===== src/rtl/uart_tx_sched.sv =====
// Round-robin frame scheduler sharing one uart_byte_tx between two byte-stream requesters.
// Frame on the wire: SYNC, id, len, payload[len], sum(id + len + payload) mod 256.
module uart_tx_sched #(
  parameter int DATA_W = 8
) (
  input  logic              clk,
  input  logic              rst,
  input  logic [1:0]        req,
  input  logic [DATA_W-1:0] len_0,
  input  logic [DATA_W-1:0] len_1,
  input  logic [DATA_W-1:0] dat_0,
  input  logic [DATA_W-1:0] dat_1,
  output logic              pop_0,
  output logic              pop_1,
  output logic              done_0,
  output logic              done_1,
  output logic              busy,
  output logic              byte_en,
  output logic [DATA_W-1:0] data_byte,
  input  logic              tx_done
);

  localparam logic [DATA_W-1:0] SYNC = DATA_W'(8'hA5);

  typedef enum logic [1:0] {IDLE, STRB, WAIT} state_t;
  typedef enum logic [2:0] {F_SYNC, F_ID, F_LEN, F_PAY, F_SUM} field_t;

  state_t            state, state_nxt;
  field_t            field;
  logic              grant, last_srv;
  logic [DATA_W-1:0] len_r, cnt, sum;

  logic              start, advance, take_pay, pick;
  logic [DATA_W-1:0] cur_dat, id_byte;

  function automatic logic [DATA_W-1:0] sum_wrap(input logic [DATA_W-1:0] a,
                                                 input logic [DATA_W-1:0] b);
    return a + b;
  endfunction

  always_ff @(posedge clk or negedge rst) begin
    if (!rst) state <= IDLE;
    else      state <= state_nxt;
  end

  always_comb begin
    state_nxt = state;
    start     = 1'b0;
    advance   = 1'b0;
    case (state)
      IDLE: if (|req) begin
        state_nxt = STRB;
        start     = 1'b1;
      end
      STRB: state_nxt = WAIT;
      WAIT: if (tx_done) begin
        advance   = 1'b1;
        state_nxt = (field == F_SUM) ? IDLE : STRB;
      end
      default: state_nxt = IDLE;
    endcase
  end

  always_comb begin
    byte_en = (state == STRB);
    busy    = (state != IDLE);
  end

  // Tie goes to the requester not served last; a lone request always wins.
  assign pick     = (req == 2'b11) ? ~last_srv : req[1];
  assign cur_dat  = grant ? dat_1 : dat_0;
  assign id_byte  = {{(DATA_W-1){1'b0}}, grant};
  assign take_pay = ((field == F_LEN) && (len_r != '0)) ||
                    ((field == F_PAY) && (cnt != '0));

  always_ff @(posedge clk or negedge rst) begin
    if (!rst) begin
      field     <= F_SYNC;
      grant     <= 1'b0;
      last_srv  <= 1'b1;
      len_r     <= '0;
      cnt       <= '0;
      sum       <= '0;
      data_byte <= '0;
      pop_0     <= 1'b0;
      pop_1     <= 1'b0;
      done_0    <= 1'b0;
      done_1    <= 1'b0;
    end else begin
      pop_0  <= 1'b0;
      pop_1  <= 1'b0;
      done_0 <= 1'b0;
      done_1 <= 1'b0;
      if (start) begin
        grant     <= pick;
        len_r     <= pick ? len_1 : len_0;
        sum       <= '0;
        data_byte <= SYNC;
        field     <= F_SYNC;
      end else if (advance) begin
        case (field)
          F_SYNC: begin
            data_byte <= id_byte;
            sum       <= sum_wrap(sum, id_byte);
            field     <= F_ID;
          end
          F_ID: begin
            data_byte <= len_r;
            sum       <= sum_wrap(sum, len_r);
            field     <= F_LEN;
          end
          F_LEN, F_PAY: begin
            // cnt holds the payload bytes still to load after the current one
            if (take_pay) begin
              data_byte <= cur_dat;
              sum       <= sum_wrap(sum, cur_dat);
              cnt       <= (field == F_LEN) ? len_r - 1'b1 : cnt - 1'b1;
              pop_0     <= ~grant;
              pop_1     <= grant;
              field     <= F_PAY;
            end else begin
              data_byte <= sum;
              field     <= F_SUM;
            end
          end
          F_SUM: begin
            done_0   <= ~grant;
            done_1   <= grant;
            last_srv <= grant;
            field    <= F_SYNC;
          end
          default: field <= F_SYNC;
        endcase
      end
    end
  end

endmodule


===== config.mk =====
export PLATFORM = sky130hd
export DESIGN_NAME = uart_tx_sched
export DESIGN_NICKNAME = d
export VERILOG_FILES = /design/src/rtl/uart_tx_sched.sv
export SDC_FILE = /design/constraint.sdc
export NUM_CORES = 1
export LEC_CHECK = 0
export ABC_AREA = 1
export BUFFER_PORTS_ARGS = -buffer_cell sky130_fd_sc_hd__buf_2
export CORE_AREA = 5 5 75 77
export CTS_BUF_LIST = sky130_fd_sc_hd__clkbuf_4 sky130_fd_sc_hd__clkbuf_8
export CTS_CLUSTER_DIAMETER = 50
export DETAILED_ROUTE_END_ITERATION = 12
export DIE_AREA = 0 0 80 82
export HOLD_SLACK_MARGIN = 0.12
export PLACE_DENSITY = 0.82
export SLEW_MARGIN = 20
export SYNTH_ARGS = -nofsm -noshare
export SYNTH_HDL_FRONTEND = slang
export SYNTH_SLANG_ARGS = --single-unit

===== constraint.sdc =====
create_clock -name clk -period 4.9 [get_ports clk]
set_input_delay 0.735 -clock clk [delete_from_list [all_inputs] [get_ports clk]]
set_output_delay 0.735 -clock clk [all_outputs]
set_load 0.01 [all_outputs]

After elaboration in Yosys (flattened, before gate mapping). Index checks and enable logic that the tools add are counted.

Bitwise gates (word level): 3. Eq/ne operators: 10. Multiplexer cells: 38. Reduce and logical (&&, ||, !) cells: 17. Add/subtract/negate cells: 5.

Operators by type and width (number): two-way mux 8 bit (9); one-hot mux 8 bit (3 select lines) (2); two-way mux 1 bit (20); adder 8 bit (2); nonzero test 8 bit (2); subtractor 8 x 1 -> 8 bit (second input constant) (2); two-way mux 3 bit (3); one-hot mux 3 bit (3 select lines) (1); adder 8 x 1 -> 8 bit (1); equality test 3 x 2 -> 1 bit (second input constant) (2); one-hot mux 2 bit (3 select lines) (1); AND reduction 3 bit (2); equality test 2 bit (second input constant) (2); two-way mux 2 bit (2); != test 2 bit (second input constant) (2); AND reduction 2 bit (2); AND reduction 4 bit (1); nonzero test 2 bit (2); nonzero test 4 bit (1); OR reduction 2 bit (2); equality test 3 x 1 -> 1 bit (second input constant) (1); equality test 3 bit (second input constant) (1); zero test 3 bit (1); != test 3 bit (second input constant) (1); other kinds (5) (8).

Bits in registers: 43. Logic and storage cells: 85. Input port bits: 37. Output and inout bits: 14.

Depth between registers and ports, before layout. Gate-level depths: netlist of the first run.

Depth after elaboration: 7. Gate-level depth with buffers: 15. Mapped depth without buffers: 14.

Worst setup path before layout of the first run. No wires, ideal clock.

Path type: input to register. Start: in dat_1[0]. End: reg sum[4]. Setup slack: 2626 ps. Buffers on the path: 0. Arrival: 2158 ps. Required time: 4783 ps. Cell stages on the path: 11. Library setup time: 117 ps. Cells stage by stage: nand2_1 -> nand2_1 -> a211o_1 -> ha_1 -> fa_1 -> nand3_1 -> nand2_1 -> xnor2_1 -> nor2_1 -> nand3_1 -> nand2_1.

Word-level cells in the longest chain between the ends: 6.

Ends and longest elaborated chain: start: declaration (line 12) `input logic [DATA_W-1:0] dat_1,`; two-way mux 8 bit (line 71) `assign cur_dat = grant ? dat_1 : dat_0;`; adder 8 bit (line 38) `return a + b;`; two-way mux 8 bit (line 114) `if (take_pay) begin`; one-hot mux 8 bit (3 select lines) (line 101) `case (field)`; two-way mux 8 bit (line 100) `end else if (advance) begin`; two-way mux 8 bit (line 94) `if (start) begin`; end signal: assignment (line 104) `sum <= sum_wrap(sum, id_byte);`; end signal: assignment (line 109) `sum <= sum_wrap(sum, len_r);`; end signal: assignment (line 116) `sum <= sum_wrap(sum, cur_dat);`; end: declaration (line 31) `logic [DATA_W-1:0] len_r, cnt, sum;`.

No other way between the ends. The select of a mux whose other input is x is not followed. A chain may end at the register's enable or synchronous reset.

Worst setup path in the final report of the first run.
Start: reg grant. End: reg sum[4].

Word-level cells in the longest chain between the ends: 6.

Ends and longest elaborated chain: start: declaration (line 30) `logic grant, last_srv;`; start signal: assignment (line 95) `grant <= pick;`; two-way mux 8 bit (line 71); adder 8 bit (line 38); two-way mux 8 bit (line 114); one-hot mux 8 bit (3 select lines) (*) (line 101); two-way mux 8 bit (*) (line 100); two-way mux 8 bit (*) (line 94).

Every way passes the cells marked *; elsewhere a longest branch is shown, timed or not. The select of a mux whose other input is x is not followed.

==> summary.md, run 1 <==
| Metric | Value |
|---|---|
| Critical path arrival | 2.84 ns |
| Vias in the first global route | 2474 |
| CP top delay family | adder cells |
| Peak supply drop | 0.341 mV |
| # diodes | 0 |
| Largest family of logic cells by synthesized area | simple AND/OR/NAND/NOR gates |
| Placed Instances | 513 |
| Die width | 80 um |
| Largest net degree at the start of global routing | 44 |
| Finished Layout Cells | 521 |
| Final GP Congestion | 0.945 |
| Synth Area in Adders | 0.0432 |
| Critical path required time | 5.10 ns |
| Slew @ Worst Pin | 0.971 ns |
| # nets final | 496 |
| Initial cell density of the core | 0.563 |
| Post-synth cell types | 33 |
| Combinational share of power | 0.518 |
| Final setup margin | 2.26 ns |
| Setup violators final | 0 |
| First-pass GRT wire length | 11400 um |
| Worst-path cell chain | inv_1 -> nand2_1 -> nand2_1 -> a211o_1 -> ha_1 -> fa_1 -> nand3_1 -> nand2_1 -> xnor2_1 -> nor2_1 -> nand3_1 -> nand2_1 |
| CTS buffer count | 5 |
| RSZ-0062 raised after global routing | false |
| Static leakage | 1.78 nW |
| Min Tclk post-route | 2.64 ns |
| Io pins | 51 |
| Buffers inserted by post-CTS timing repair | 0 |
| Placement row count | 26 |
| Status | finished, final reports clean |
| DP Wirelength | 5410 um |
| Port bufs | 50 |
| Die Span Y | 82 um |
| Worst path slowest cell | dfrtp_1 |
| Worst hold path type | flip-flop to flip-flop |
| Synth Area in XOR/XNOR | 0.00944 |
| CTS Sinks | 43 |
| Worst skew pair latency | 0.30 ns |
| Worst relative slew slack | 0.353 |
| # hold bufs at CTS | 0 |
| Clock buffer depth | 2 |
| Gr ovfl total | 0 |
| PwrDens | 594 nW/um^2 |
| Critical path type | flip-flop to flip-flop |
| Via count | 2732 |
| Filler Cells Inserted | 455 |
| Initial antenna violation count | 0 |
| Root Driver | clkbuf_8 |
| Post-synthesis mux area share | 0 |
| CP Buf/Inv Count | 1 |
| Post-Syn Nets | 444 |
| Initial DRC count | 132 |
| Area share of and/or/nand/nor cells after synthesis | 0.357 |
| Mean Syn Cell Area | 6.99 sq um |
| Crit-path max cell delay | 0.61 ns |
| Synthesized area | 2780 sq um |
| Sw frac | 0.469 |
| Fmax | 379 MHz |
| H-tree lvl count | 2 |
| Skew final | 0.0102 ns |
| Crit. End Element | flip-flop |
| Fin Setup TNS | 0 ns |
| Post_cts resized | 0 |
| Crit-path most repeated cell | nand2_1 |
| Worst hold slack | 0.486 ns |
| ANT nets after route | 0 |
| DP Worst Slack | 2.32 ns |
| Compound-gate portion of the synthesized area | 0.135 |
| Final hold violations | 0 |
| Core Area | 4940 sq um |
| Pint | 1.02 mW |
| CTS tree | yes |
| Post-synthesis sequential area ratio | 0.387 |
| Routed len/inst | 13.4 um |
| Final WL | 7000 um |
| Startpoint class of the critical path | flip-flop |
| Synth Register Bits | 43 |
| Max FO, Critical Path | 12 |
| Fin crit share | 0.539 |
| Pins Over Slew Limit | 0 |
| Synthesized instance count | 398 |
| Share of cells above drive strength 1 | 0.188 |
| Yosys warnings | 0 |
| Die area | 6560 sq um |
| Switching power | 0.899 mW |
| Drt first pass iters | 4 |
| DR vias/cell | 5.24 |
| Max Cap Violations | 0 |
| Power Total | 1.92 mW |
| GR Util All Layers | 0.221 |
| Clock power share | 0.175 |
| Remaining DRCs | 0 |
| Clk slew on worst S/H paths | 0.09 ns |
| Area growth syn-to-layout | 16.0% |
| Register share of total power | 0.307 |
-- layout by cell type (no fill, tap or decap), drive strengths merged --
cell type,count
a211o,1
a21o,1
a21oi,13
buf,50
bufinv,2
clkbuf,6
dfrtp,42
dfstp,1
fa,1
ha,8
inv,43
nand2,142
nand3,22
nand4,4
nor2,55
nor3,4
o211ai,1
o21ai,40
o21bai,2
o22ai,8
or2,2
xnor2,3
-- logic make-up (layout without fill, tap and decap cells) --
group                    count (synthesis)  after routing
AO/OA/AOI/OAI                           66             66
XOR/XNOR                                 3              3
adder cells (fa/ha/maj)                  9              9
buffers and inverters                   48            101
flip-flops                              43             43
AND/OR/NAND/NOR                        229            229
-- tightest hold or removal path, cell delays in order, from the launching register on --
cell     delay [ns]
dfrtp_1        0.35
nand2_1        0.05
nand2_1        0.05
-- registers in the layout, indices dropped and copies added (netlist names) --
signal     count
sum            8
grant          1
cnt            8
data_byte      8
done_0         1
field          3
done_1         1
pop_1          1
last_srv       1
len_r          8
state          2
pop_0          1
-- path summary, 6_finish.rpt --
check | start | endpoint | slack, ns | cells after the start
max | grant$_DFFE_PN0P_ | sum[4]$_DFFE_PN0P_ | 2.26 | 12
min | data_byte[3]$_DFFE_PN0P_ | data_byte[3]$_DFFE_PN0P_ | 0.49 | 2
max reg2reg | grant$_DFFE_PN0P_ | sum[4]$_DFFE_PN0P_ | 2.26 | 12
min reg2reg | data_byte[3]$_DFFE_PN0P_ | data_byte[3]$_DFFE_PN0P_ | 0.49 | 2
max in group asynchronous | rst | sum[0]$_DFFE_PN0P_ | 3.71 | 1
min in group asynchronous | rst | field[1]$_DFFE_PN0P_ | 0.58 | 1
-- synthesized netlist by cell type --
cell,instances,share of area
nand2_1,135,0.18
nor2_1,50,0.067
dfrtp_1,42,0.38
inv_1,37,0.050
o21ai_0,32,0.058
nand3_1,19,0.034
a21oi_1,13,0.023
ha_1,8,0.036
o22ai_1,8,0.018
inv_2,6,0.0081
nand2_2,5,0.011
nand4_1,4,0.0090
o21ai_1,4,0.0072
nand3_2,3,0.011
nor2_2,3,0.0067
nor3_1,3,0.0054
o21ai_2,3,0.0094
xnor2_1,3,0.0094
buf_2,2,0.0036
clkbuf_1,2,0.0027
nand2_4,2,0.0081
o21bai_1,2,0.0054
or2_1,2,0.0045
a211o_1,1,0.0031
a21o_1,1,0.0027
buf_6,1,0.0040
dfstp_2,1,0.0094
fa_1,1,0.0072
nor2_4,1,0.0040
nor2_8,1,0.0072
nor3_4,1,0.0058
o211ai_1,1,0.0027
o21ai_4,1,0.0058
-- layout make-up --
cell class                 count  area (sq um)  area share
multi-input combinational    307          1520       0.469
clock buffer                   6          76.3      0.0236
timing repair buffer          50           250      0.0775
inverter                      43           161      0.0500
sequential                    43          1080       0.334
tap                           70          87.6      0.0271
clock inverter                 2          60.1      0.0186
-- stage by stage --
stage | area (sq um) | util
final | 3230 | 0.653
after global routing | 3230 | 0.653
after CTS | 3230 | 0.653
after detailed placement | 3090 | 0.625
after global placement | 3090 | 0.625
after floorplan | 2780 | -
-- routing by layer --
layer	vias up	global-route usage	part of all wire
met2	80	0.377	0.48
met1	1256	0.280	0.44
met4	0	0.0709	0.017
li1	1382	-	-
met3	14	0.0471	0.057
met5	-	0	0
-- power groups by stage --
stage	Combinational (mW)	Clock, mW	Sequential (mW)
2_1_floorplan	0.765	0	0.566
3_3_place_gp	0.954	0	0.586
3_5_place_dp	0.983	0	0.592
4_1_cts	0.986	0.335	0.585
5_1_grt	1.13	0.352	0.603
6_report	0.992	0.335	0.589
Power figures use the tool's default switching activity.
==> inputs of run 2 (changes only) <==
Settings changed: CORE_AREA 5 5 75 77 to 5 5 80 82, DIE_AREA 0 0 80 82 to 0 0 85 87, PLACE_DENSITY 0.82 to 0.76.
Clock period 4.9 ns to 2.3 ns, I/O delays scaled along.
==> summary.md, run 2 (synthesized netlist as in run 1, its figures left out) <==
| Metric | Value |
|---|---|
| Status | finished, final reports clean |
| Reg2reg end | sum[4]$_DFFE_PN0P_ |
| Core Area | 5680 sq um |
| Hold path start | tx_done |
| H-tree lvl count | 2 |
| Crit. End Element | flip-flop |
| Initial cell density of the core | 0.490 |
| Worst hold path endpoint | state[1]$_DFFE_PN0P_ |
| PwrDens | 1230 nW/um^2 |
| Min-Delay Path Depth | 2 |
| Filler Cells Inserted | 562 |
| CTS Sinks | 43 |
| Placement row count | 28 |
| Critical path required time | 2.50 ns |
| Static leakage | 1.84 nW |
| Worst hold slack | 0.258 ns |
| Final setup margin | 0.160 ns |
| Fin Setup TNS | 0 ns |
| Port bufs | 50 |
| Final GP Congestion | 0.894 |
| Io pins | 51 |
| Clock buffer depth | 2 |
| DP Worst Slack | 0.0521 ns |
| Worst relative slew slack | 0.717 |
| Area growth syn-to-layout | 20.5% |
| Final hold violations | 0 |
| Initial DRC count | 199 |
| Max Cap Violations | 0 |
| Vias in the first global route | 2610 |
| Slew @ Worst Pin | 0.421 ns |
| Startpoint class of the critical path | flip-flop |
| Placed Instances | 534 |
| DR vias/cell | 5.14 |
| Max FO, Critical Path | 5 |
| Routed len/inst | 13.4 um |
| Finished Layout Cells | 544 |
| # nets final | 514 |
| First-pass GRT wire length | 12300 um |
| Worst Setup SP | field[1]$_DFFE_PN0P_ |
| Fin crit share | 0.931 |
| Peak supply drop | 0.530 mV |
| Flop-to-flop setup slack | 0.16 ns |
| Pins Over Slew Limit | 0 |
| Die area | 7400 sq um |
| Worst hold path type | primary input to flip-flop |
| # diodes | 0 |
| Gr ovfl total | 0 |
| Worst R2R Start | field[1]$_DFFE_PN0P_ |
| Worst skew pair latency | 0.30 ns |
| Via count | 2796 |
| Critical path arrival | 2.34 ns |
| Power Total | 4.11 mW |
| DP Wirelength | 5820 um |
| Leading cell type in the layout, fill and taps excluded | nand2_1 |
| ANT nets after route | 0 |
| Critical path type | flip-flop to flip-flop |
| Initial antenna violation count | 0 |
| Min Tclk post-route | 2.14 ns |
| Area after DPL | 3220 sq um |
| Die Span Y | 87 um |
| Skew final | 0.00748 ns |
| Util after Layout | 0.591 |
| Fmax | 467 MHz |
| Share of cells above drive strength 1 | 0.232 |
| Root Driver | clkbuf_8 |
| Clk slew on worst S/H paths | 0.08 ns |
| GR Util All Layers | 0.208 |
| Final WL | 7300 um |
| RSZ-0062 raised after global routing | false |
| Die width | 85 um |
| Most frequent cells in the layout | nand2_1, nor2_1, buf_2 |
| Largest net degree at the start of global routing | 20 |
| Remaining DRCs | 0 |
| CTS tree | yes |
| Drt first pass iters | 5 |
| Final Instance Area | 3350 sq um |
| CTS buffer count | 5 |
| R2R depth | 11 |
| Setup violators final | 0 |
[run 2: changes by cell type in the layout (fill, tap and decap cells not counted), sizes merged]
cell | previous run | this run
clkinvlp | 0 | 1
buf | 50 | 67
dlygate4sd3 | 0 | 1
clkinv | 0 | 1
bufinv | 2 | 0
[run 2: how the worst max path moves through the flow]
stage	end
finish	sum[4]$_DFFE_PN0P_
global route	sum[5]$_DFFE_PN0P_
CTS	sum[4]$_DFFE_PN0P_
detailed placement	sum[4]$_DFFE_PN0P_
global placement	sum[4]$_DFFE_PN0P_
floorplan	sum[4]$_DFFE_PN0P_
[run 2: repair_timing]
item	4_1_cts	5_1_grt
hold buffers	1	0
setup buffers	0	1
resized for setup	0	14
hold endpoints to repair	15	0
setup endpoints to repair	0	6
[run 2: area by class of cell]
class | count | area [sq um] | share of cell area
Tap cell | 75 | 93.8 | 0.0280
Multi-Input combinational cell | 307 | 1540 | 0.459
Sequential cell | 43 | 1080 | 0.322
Timing Repair Buffer | 68 | 388 | 0.116
Inverter | 43 | 164 | 0.0489
Clock buffer | 6 | 76.3 | 0.0228
Clock inverter | 2 | 12.5 | 0.00373
[run 2: worst max-delay path, cell delays in order, from the launching register on]
cell,delay (ns)
dfrtp_2,0.46
nor3_4,0.21
nor3_1,0.09
a211o_1,0.24
ha_2,0.19
fa_2,0.36
nand3_1,0.08
nand2_1,0.06
xnor2_1,0.15
nor2_1,0.05
nand3_1,0.08
nand2_1,0.05
[run 2: power breakdown]
group / leakage, nW / internal [mW] / total [mW] / switching, mW
Combinational: 1.25 / 0.887 / 2.39 / 1.50
Clock: 0.0446 / 0.224 / 0.496 / 0.272
Sequential: 0.542 / 1.02 / 1.22 / 0.206
Total: 1.84 / 2.13 / 4.11 / 1.98
[run 2: layer usage]
metal	track usage	share of wire	vias up
met2	0.339	0.48	84
met3	0.0416	0.059	12
met4	0.0662	0.018	0
met5	0	0	-
li1	-	-	1420
met1	0.280	0.44	1280
==> inputs of run 3 (changes only) <==
Settings changed: GPL_TIMING_DRIVEN set to 0.
==> summary.md, run 3 (synthesized netlist as in run 1, its figures left out) <==
| Metric | Value |
|---|---|
| Status | finished, final reports clean |
| Share of cells above drive strength 1 | 0.230 |
| GR Util All Layers | 0.211 |
| Min Tclk post-route | 2.28 ns |
| Max Cap Violations | 0 |
| Power Total | 4.39 mW |
| DR vias/cell | 5.23 |
| # nets final | 511 |
| Critical path arrival | 2.47 ns |
| Gr ovfl total | 0 |
| DP Worst Slack | -0.194 ns |
| Fin crit share | 0.991 |
| Io pins | 51 |
| Remaining DRCs | 0 |
| Clk slew on worst S/H paths | 0.08 ns |
| Port bufs | 50 |
| Hold path start | tx_done |
| Initial antenna violation count | 0 |
| Slew @ Worst Pin | 0.558 ns |
| Crit-path max cell delay | 0.45 ns |
| ANT nets after route | 0 |
| Critical path type | flip-flop to flip-flop |
| Worst hold slack | 0.263 ns |
| Setup violators final | 0 |
| Root Driver | clkbuf_8 |
| Leading cell type in the layout, fill and taps excluded | nand2_1 |
| Worst skew pair latency | 0.30 ns |
| Util after Layout | 0.598 |
| Final setup margin | 0.0202 ns |
| Final WL | 7600 um |
| Via count | 2831 |
| Fmax | 439 MHz |
| Static leakage | 1.85 nW |
| Worst Setup SP | field[2]$_DFFE_PN0P_ |
| RSZ-0062 raised after global routing | true |
| Clock buffer depth | 2 |
| Initial cell density of the core | 0.490 |
| Crit. End Element | flip-flop |
| PwrDens | 1290 nW/um^2 |
| CTS buffer count | 5 |
| Skew final | 0.00752 ns |
| Worst hold path type | primary input to flip-flop |
| Core Area | 5680 sq um |
| CTS tree | yes |
| First-pass GRT wire length | 12600 um |
| CP top delay family | adder cells |
| Final GP Congestion | 0.928 |
| Drt first pass iters | 4 |
| Worst R2R Start | field[2]$_DFFE_PN0P_ |
| Worst relative slew slack | 0.628 |
| Largest net degree at the start of global routing | 44 |
| Worst-path cell chain | inv_2 -> nand2_2 -> clkinv_4 -> nor3_2 -> a211o_1 -> ha_4 -> fa_2 -> nand3_1 -> nand2_1 -> xnor2_1 -> nor2_1 -> nand3_1 -> nand2_1 |
| Worst path slowest cell | dfrtp_2 |
| Die width | 85 um |
| Area growth syn-to-layout | 22.0% |
| Initial DRC count | 158 |
| CP Buf/Inv Count | 2 |
| # diodes | 0 |
| Vias in the first global route | 2735 |
| Peak supply drop | 0.600 mV |
| Most frequent cells in the layout | nand2_1, buf_2, nor2_1 |
| H-tree lvl count | 2 |
| DP Wirelength | 5620 um |
| CTS Sinks | 43 |
| Placement row count | 28 |
| Max FO, Critical Path | 10 |
| Routed len/inst | 14.0 um |
| Startpoint class of the critical path | flip-flop |
| Die Span Y | 87 um |
| Critical path required time | 2.49 ns |
| Final hold violations | 0 |
| Pins Over Slew Limit | 0 |
| Die area | 7400 sq um |
[run 3: changes by cell type in the layout (fill, tap and decap cells not counted), sizes merged]
cell / previous run / this run
inv: 43 / 42
bufinv: 0 / 2
buf: 67 / 64
clkinvlp: 1 / 0
[run 3: repair_timing]
item                                   CTS  global route
setup buffers                            4             5
setup endpoints to repair                6             6
gates resized for setup                  8            15
pin swaps                                1             3
endpoints found under the hold margin    0            42
gates cloned                             0             0
hold buffers                             0             1
[run 3: power breakdown]
group          leakage [nW]  internal (mW)  switching, mW
logic                  1.24          0.891           1.55
clock network        0.0688          0.446          0.268
registers             0.543           1.02          0.209
total                  1.85           2.35           2.03
[run 3: layer usage]
metal	up-vias	global-route usage	routed length, um
li1	1410	-	-
met1	1326	0.271	3220
met2	85	0.371	3820
met3	10	0.0331	459
met4	0	0.0561	93
met5	-	0	0
[run 3: layout make-up]
| cell class | instances | area [sq um] |
|---|---|---|
| Sequential cell | 43 | 1080 |
| Tap cell | 75 | 93.8 |
| Buffer | 5 | 37.5 |
| Clock buffer | 6 | 76.3 |
| Inverter | 43 | 166 |
| Clock inverter | 2 | 60.1 |
| Fill cell | 561 | 2280 |
| Timing Repair Buffer | 60 | 330 |
| Multi-Input combinational cell | 307 | 1550 |
[run 3: metrics by stage]
| step | instance area (sq um) | setup TNS (ns) | instances |
|---|---|---|---|
| 4_1_cts | 3300 | 0 | 535 |
| 6_report | 3390 | 0 | 541 |
| 5_1_grt | 3390 | -0.187 | 541 |
| 3_3_place_gp | 3130 | -0.487 | 523 |
| 3_5_place_dp | 3130 | -0.644 | 523 |
| 2_1_floorplan | 2780 | 0 | 398 |
[run 3: worst reg2reg max path: cells and delay by family, from the launching register on]
family          cells  cell delay, ns
flops               1            0.45
buf+inv             2            0.21
fa+ha+maj           2            0.54
compound gates      1            0.27
simple gates        7            0.53
xor+xnor            1            0.19
[run 3: final timing paths]
path | end | slack, ns | cells after the start
worst max-delay path | sum[4]$_DFFE_PN0P_ | 0.02 | 13
worst min-delay path | state[1]$_DFFE_PN0P_ | 0.26 | 2
worst max register to register | sum[4]$_DFFE_PN0P_ | 0.02 | 13
worst min register to register | data_byte[4]$_DFFE_PN0P_ | 0.48 | 2
max in group asynchronous | field[2]$_DFFE_PN0P_ | 1.32 | 2
min in group asynchronous | grant$_DFFE_PN0P_ | 0.58 | 2
